$ cat config.mk
export PLATFORM = sky130hd
export DESIGN_NAME = fetch_stage
export DESIGN_NICKNAME = d
export VERILOG_FILES = /design/src/rtl/cpu_pkg.sv /design/src/rtl/fetch_skid_buf.sv /design/src/rtl/fetch_stage.sv
export SDC_FILE = /design/constraint.sdc
export NUM_CORES = 1
export LEC_CHECK = 0
export CORE_MARGIN = 2
export CORE_UTILIZATION = 48
export CTS_CLUSTER_SIZE = 24
export DETAILED_ROUTE_END_ITERATION = 7
export PLACE_DENSITY = 0.76
export SLEW_MARGIN = 20
export SYNTH_ARGS = -nofsm -noshare
export SYNTH_HDL_FRONTEND = slang
export SYNTH_HIERARCHICAL = 1
export SYNTH_SLANG_ARGS = --single-unit
$ cat constraint.sdc
create_clock -name clk -period 5.4 [get_ports clk]
set_clock_uncertainty 0.15 [all_clocks]
set_input_delay 1.62 -clock clk [delete_from_list [all_inputs] [get_ports clk]]
set_output_delay 1.62 -clock clk [all_outputs]
set_load 0.05 [all_outputs]
$ cat src/rtl/cpu_pkg.sv
// Shared CPU constants and types.
// Used by the fetch stage and the decode controller.
package cpu_pkg;

  localparam logic [5:0]  OPCODE_HALT = 6'h3f;
  localparam logic [31:0] NOP_DEFAULT = 32'h0000_0000;

  typedef enum logic [1:0] {
    FETCH,
    DRAIN,
    HALT
  } fetch_state_t;

  typedef struct packed {
    logic [31:0] instr;
    logic [31:0] pc4;
  } if_id_t;

  function automatic logic is_halt(
    input logic [31:0] w
  );
    return w[31:26] == OPCODE_HALT;
  endfunction

endpackage

$ cat src/rtl/fetch_skid_buf.sv
// One-entry skid buffer holding a fetched word
// that arrived while decode was stalled.
module fetch_skid_buf
  import cpu_pkg::*;
(
  input  logic   clk,
  input  logic   rst,
  input  logic   load,
  input  logic   unload,
  input  logic   clear,
  input  if_id_t din,
  output if_id_t dout,
  output logic   full
);

  always_ff @(posedge clk or posedge rst) begin
    if (rst) begin
      full <= 1'b0;
      dout <= '0;
    end else if (clear) begin
      full <= 1'b0;
    end else if (load) begin
      full <= 1'b1;
      dout <= din;
    end else if (unload) begin
      full <= 1'b0;
    end
  end

endmodule

$ cat src/rtl/fetch_stage.sv
// Instruction fetch: PC, imem req/ack FSM
// and the IF/ID pipeline register.
module fetch_stage
  import cpu_pkg::*;
#(
  parameter logic [31:0] RESET_PC  = 32'h0000_0000,
  parameter logic [31:0] NOP_INSTR = NOP_DEFAULT
) (
  input  logic        clk,
  input  logic        rst,
  output logic        imem_req,
  output logic [31:0] imem_addr,
  input  logic [31:0] imem_rdata,
  input  logic        imem_ack,
  input  logic        stall,
  input  logic        redirect,
  input  logic [31:0] redirect_pc,
  output logic [31:0] if_id_instr,
  output logic [31:0] if_id_pc4,
  output logic        if_id_valid,
  output logic        halted
);

  fetch_state_t state_q;
  logic [31:0]  pc_q;
  logic [31:0]  tgt_q;
  if_id_t       ifid_q;
  logic         valid_q;

  logic         buf_full;
  if_id_t       buf_dout;
  if_id_t       fetched;
  logic [31:0]  pc_plus4;
  logic         accept;
  logic         f_acc;
  logic         d_acc;

  // rst gates req so it drops the instant reset hits
  assign imem_req = ~rst & ((state_q == DRAIN) |
                    ((state_q == FETCH) & ~buf_full));
  assign imem_addr = pc_q;

  assign accept   = imem_req & imem_ack;
  assign f_acc    = accept & (state_q == FETCH);
  assign d_acc    = accept & (state_q == DRAIN);
  assign pc_plus4 = pc_q + 32'd4;
  assign fetched  = '{instr: imem_rdata, pc4: pc_plus4};

  fetch_skid_buf u_skid (
    .clk    (clk),
    .rst    (rst),
    .load   (~redirect & stall & f_acc),
    .unload (~redirect & ~stall & buf_full),
    .clear  (redirect),
    .din    (fetched),
    .dout   (buf_dout),
    .full   (buf_full)
  );

  always_ff @(posedge clk or posedge rst) begin
    if (rst) begin
      state_q <= FETCH;
      pc_q    <= RESET_PC;
      tgt_q   <= '0;
      ifid_q  <= '{instr: NOP_INSTR, pc4: 32'd0};
      valid_q <= 1'b0;
    end else if (redirect) begin
      valid_q      <= 1'b0;
      ifid_q.instr <= NOP_INSTR;
      if (imem_req & ~imem_ack) begin
        state_q <= DRAIN;
        tgt_q   <= redirect_pc;
      end else begin
        state_q <= FETCH;
        pc_q    <= redirect_pc;
      end
    end else begin
      if (f_acc) begin
        pc_q <= pc_plus4;
        if (is_halt(imem_rdata))
          state_q <= HALT;
      end
      if (d_acc) begin
        pc_q    <= tgt_q;
        state_q <= FETCH;
      end
      unique case (1'b1)
        stall: ;
        ~stall & buf_full: begin
          ifid_q  <= buf_dout;
          valid_q <= 1'b1;
        end
        ~stall & ~buf_full & f_acc: begin
          ifid_q  <= fetched;
          valid_q <= 1'b1;
        end
        default: begin
          ifid_q.instr <= NOP_INSTR;
          valid_q      <= 1'b0;
        end
      endcase
    end
  end

  assign if_id_instr = ifid_q.instr;
  assign if_id_pc4   = ifid_q.pc4;
  assign if_id_valid = valid_q;
  assign halted      = (state_q == HALT);

endmodule

After elaboration in Yosys (flattened, before gate mapping) --
Index checks and enable logic that the tools add are counted.
Storage, ports and cells: register bits 196, bits of input ports 69, output and inout port bits 99
Cells by class: bitwise logic cells 19, mux-type cells 17, equality and inequality tests 5, add/subtract/negate cells 1, reduce and logical (&&, ||, !) cells 11
Operators by type and width (number):
- 32-bit 2-to-1 mux | 5
- 32-bit one-hot mux with 3 select lines | 1
- 32-bit one-hot mux with 2 select lines | 1
- 32-bit by 3-bit adder with 32-bit output (second input constant) | 1
- 1-bit bitwise AND | 13
- 2-bit AND reduction | 5
- 3-bit nonzero test | 3
- 2-bit 2-to-1 mux | 4
- 6-bit == test (second input constant) | 1
- 1-bit 2-to-1 mux | 5
- 1-bit inverter | 5
- 2-bit by 1-bit == test with 1-bit output (second input constant) | 1
- 2-bit == test (second input constant) | 1
- 2-bit logical NOT | 1
- 2-bit by 1-bit inequality test with 1-bit output (second input constant) | 1
- 2-bit inequality test (second input constant) | 1
- 1-bit one-hot mux with 2 select lines | 1
- 2-bit nonzero test | 1
- 2-bit OR reduction | 1
- 1-bit OR | 1

Longest topological paths before layout --
depth after elaboration 10, depth in mapped cells 8

Modules after synthesis --
Netlist, hierarchy kept.
By module, submodules not included:
- fetch_stage | instances 1, area an instance 7098.1 µm², cells an instance 775, seq. area each 3278.1 µm²
- fetch_skid_buf | instances 1, area an instance 2745.1 µm², cells an instance 141, seq. area each 1626.6 µm²

Worst setup path after synthesis --
OpenSTA, ideal clock, no wires.
path kind input to output, start input rst, end output imem_req, arrival time 2.192 ns, stages on the path 2, path slack 1.438 ns, data required time 3.630 ns, cells stage by stage nor2_1 o21a_1
On the way: cells in the longest elaborated chain, start to end 2
Ends and longest elaborated chain:
- from (decl) | RTL line fetch_stage.sv:10 | input logic rst,
- 1-bit inverter | RTL line fetch_stage.sv:39 | assign imem_req = ~rst & ((state_q == DRAIN) |
- 1-bit bitwise AND | RTL line fetch_stage.sv:39
- to (decl) | RTL line fetch_stage.sv:11 | output logic imem_req,
Every way passes these cells.

Worst setup path after layout --
Same ends and word-level chain as after synthesis.

==> results.tsv <==
stage	metric	value	unit
timing	final count of pins violating max slew	0	
yosys	top_reg_cell synth	dfrtp_1	
setup_path	Worst Setup End Kind	output pin	
yosys	post-synthesis mux area share	14.52	%
pwr	Comb power frac	30.9	%
timing	max frequency	214.2	MHz
timing	TNS Setup	0	ns
timing	Tcrit/Tclk final	86.45	%
timing	endpoints failing setup	0	
clock_network	Post-CTS Setup Repair Bufs	0	
grt	GR Overflow Total	0	
pwr	total power	0.004794	W
worst_hold_path	worst hold path startpoint	if_id_pc4[23]$_DFFE_PP0P_	
timing	Rel. slew slack	37.73	%
grt	antenna violations before repair	0	
placement	placed wire-length estimate	17070	µm
drt	WL/cell	19.24	µm
setup_path	Worst Setup Start Kind	input pin	
setup_path	Slowest-stage cell, CP	clkdlybuf4s50_1	
yosys	cells after synthesis	916	
clock_network	CTS H-tree depth	4	
grt	first-pass GRT wire length	40970	µm
clock_network	Clock Latency Late Sink	0.44	ns
cells_and_area	post-route cell area	0.01225	mm²
floorplan	area of the core	0.02017	mm²
setup_path	Worst Path Required	3.63	ns
setup_path	crit-path max FO	7	
worst_hold_path	HP Class	flop to flop	
yosys	Yosys reg bits	196	
yosys	number of flops mapped to enable cells by yosys	0	
yosys	sequential area share after synthesis	49.83	%
timing	final setup margin	0.7315	ns
cells_and_area	most frequent cells in the layout	dfrtp_1 (196), clkdlybuf4s50_1 (165), nor2_1 (91)	
grt	vias in the first global route	7502	
clock_network	Worst-path clk slew	0.07	ns
pwr	Switch Pwr	0.001770	W
setup_path	Setup CP Type	input pin to output pin	
timing	RSZ-0062 raised after global routing	false	
timing	Final Hold Fails	0	
pwr	Max IR drop VDD	240.4	µV
yosys	adder-cell area share of the yosys netlist	0.1271	%
cells_and_area	most common cell after layout, fill and taps aside	dfrtp_1	
drt	Final ANT Viol Nets	0	
flow_run	max-cap viol count	0	
run_status	status	finished clean	
drt	Vias	7740	
placement	Port Buffer Count	167	
yosys	Syn Nets	986	
pwr	Reg power frac	42.4	%
clock_network	CTS tree	yes	
yosys	Post-Synth XOR/XNOR Area	2.136	%
yosys	post-synthesis compound-gate area fraction	13.59	%
setup_path	worst-path cell chain	clkdlybuf4s50_1, nor2_1, o21a_1, buf_12	
clock_network	clk buf depth	2	
yosys	Mean Syn Cell Area	10.75	µm²
cells_and_area	area delta synth->final	24.48	%
cells_and_area	share of layout cells above drive strength 1	16.71	%
setup_path	R2R Setup Slk	2.43	ns
pwr	sw frac	36.92	%
drt	Residual DRC	0	
clock_network	hold_buf cts	0	
floorplan	Starting Density	48.80	%
cells_and_area	nets	1116	
yosys	largest family of logic cells by synthesized area	simple AND/OR/NAND/NOR gates	
placement	pre-CTS setup slack	0.7185	ns
clock_network	CTS Root Cell	clkbuf_16	
pwr	Pwr Density	391.3	mW/mm²
drt	mean number of vias per cell	5.824	
yosys	Yosys warning total	6	
placement	Final Wtd Congestion	0.8444	
floorplan	die footprint	0.02167	mm²
setup_path	Slowest Stage Delay on Critical Path	0.59	ns
placement	Area after DPL	0.01164	mm²
setup_path	Worst Reg-to-Reg Cells	6	
yosys	post-synthesis cell area	0.009843	mm²
clock_network	number of buffers created by CTS	17	
yosys	async set-reset flop share out of synthesis	100.0	%
setup_path	Crit Reg-Reg Startpoint	imem_addr[4]$_DFFE_PP0P_	
floorplan	# rows	52	
clock_network	post-cts resize count	0	
clock_network	Clock Sinks	196	
cells_and_area	fillers	1671	
setup_path	Reg-to-Reg End	u_skid/dout[25]$_DFFE_PP0P_	
setup_path	Critical path origin	rst	
grt	largest net degree at the start of global routing	62	
yosys	Synth cell types	64	
yosys	Simple-Gate Fraction of Synth Area	14.81	%
grt	Tot GR Track Use	23.93	%
timing	Tmin final	4.669	ns
cells_and_area	diodes inserted	0	
drt	WL final	25570	µm
setup_path	CP endpoint	imem_req	
floorplan	Die Y	147.2	µm
drt	DRT iter0 DRCs	727	
timing	worst slew pin tran	0.9327	ns
floorplan	Die W	147.2	µm
floorplan	IO Count	168	
drt	drt pass-1 iters	5	
pwr	leakage	5.152	nW
pwr	Clock Power Share	26.7	%
setup_path	WP data arrival	2.90	ns
pwr	internal power	0.003024	W
-- worst min path at each step --
stage,endpoint,depth (start not counted)
floorplan,tgt_q[25]$_DFFE_PP0P_,1
detailed placement,if_id_pc4[23]$_DFFE_PP0P_,2
CTS,if_id_pc4[23]$_DFFE_PP0P_,2
global route,if_id_pc4[23]$_DFFE_PP0P_,2
finish,if_id_pc4[23]$_DFFE_PP0P_,2
global placement,if_id_pc4[18]$_DFFE_PP0P_,2
-- cell usage after synthesis (2+ instances only) --
cell / instances / area (µm²)
nor3b_1: 2 / 15.01
buf_2: 11 / 55.05
clkbuf_1: 51 / 191.4
a22o_1: 5 / 43.79
nor4_2: 2 / 25.02
or2_2: 4 / 25.02
nor4_1: 7 / 43.79
o31ai_1: 4 / 30.03
mux2i_1: 10 / 100.1
or3_1: 4 / 25.02
mux2_2: 38 / 427.9
a31oi_1: 10 / 62.56
nand3_1: 12 / 60.06
o22ai_1: 7 / 43.79
and3_1: 14 / 87.58
dfrtp_1: 196 / 4905
nand2_1: 73 / 274.0
xnor2_1: 11 / 96.34
o31a_1: 5 / 43.79
nor2_1: 92 / 345.3
buf_1: 4 / 15.01
and2_1: 4 / 25.02
a31o_2: 3 / 26.28
a31o_1: 2 / 17.52
o2bb2ai_1: 9 / 78.83
o211ai_1: 2 / 15.01
inv_1: 16 / 60.06
buf_4: 2 / 15.01
nand3b_1: 2 / 15.01
nor4_4: 2 / 42.54
buf_12: 7 / 140.1
xor2_1: 13 / 113.9
a21oi_1: 34 / 170.2
a221o_1: 4 / 40.04
mux2_4: 60 / 900.9
a221oi_1: 38 / 332.8
nand4_1: 13 / 81.33
o221ai_1: 3 / 26.28
nand2b_1: 2 / 12.51
nor3_1: 45 / 225.2
o21ai_0: 70 / 350.3
-- area by class of cell --
cell class              count  area (µm²)  area share (%)
flip-flops and latches    196        4905           40.03
multi-input cells         627        4481           36.57
repair buffers            187        1854           15.13
clock buffers              17       425.4           3.472
well taps                 270       337.8           2.757
clock inverters            15       183.9           1.501
inverters                  17       66.31          0.5412
-- critical path: cells and delay by family --
kind	cells	cell delay (ns)
buffers and inverters	2	0.77
AOI/OAI and AO/OA	1	0.33
and+or+nand+nor	1	0.17
-- power by group through the flow --
stage / clock, W / combinational (W) / sequential, W
floorplan: 0 / 0.000595 / 0.00241
global placement: 0 / 0.00145 / 0.00204
detailed placement: 0 / 0.00148 / 0.00205
CTS: 0.00130 / 0.00149 / 0.00203
global route: 0.00136 / 0.00157 / 0.00207
finish: 0.00128 / 0.00148 / 0.00203
-- state kept, by name, summed over array words and instances (netlist names) --
register,flops
u_skid/dout,64
if_id_instr,32
if_id_pc4,32
imem_addr,32
tgt_q,32
state_q,2
if_id_valid,1
u_skid/full,1
-- per-layer routing --
layer	share of wire [%]	up-vias	wire length [µm]	global-route usage, %
met3	6.4	29	1648	5.373
met5	0	-	0	0
met4	1.3	0	336	5.721
met1	45	3836	11560	34.42
li1	-	3584	-	-
met2	47	291	12020	37.15
-- kinds of logic (layout without fill, tap and decap cells) --
kind of cell,Yosys count,in the layout
buffers and inverters,93,236
AOI/OAI and AO/OA,203,203
adders and majority gates,1,1
and+or+nand+nor,291,291
DFF,196,196
xor gates and xnor gates,24,24
muxes,108,108
-- per-stage QoR --
stage / hold slack, ns / util [%] / cells
after CTS: 0.3381 / 60.75 / 1329
after global routing: 0.3594 / 60.75 / 1329
final: 0.3281 / 60.75 / 1329
after floorplan: 0.3206 / - / 916
after detailed placement: 0.3223 / 57.73 / 1297
after global placement: 0.3112 / 57.73 / 1297
No activity file was read; power rests on OpenSTA's default activity.
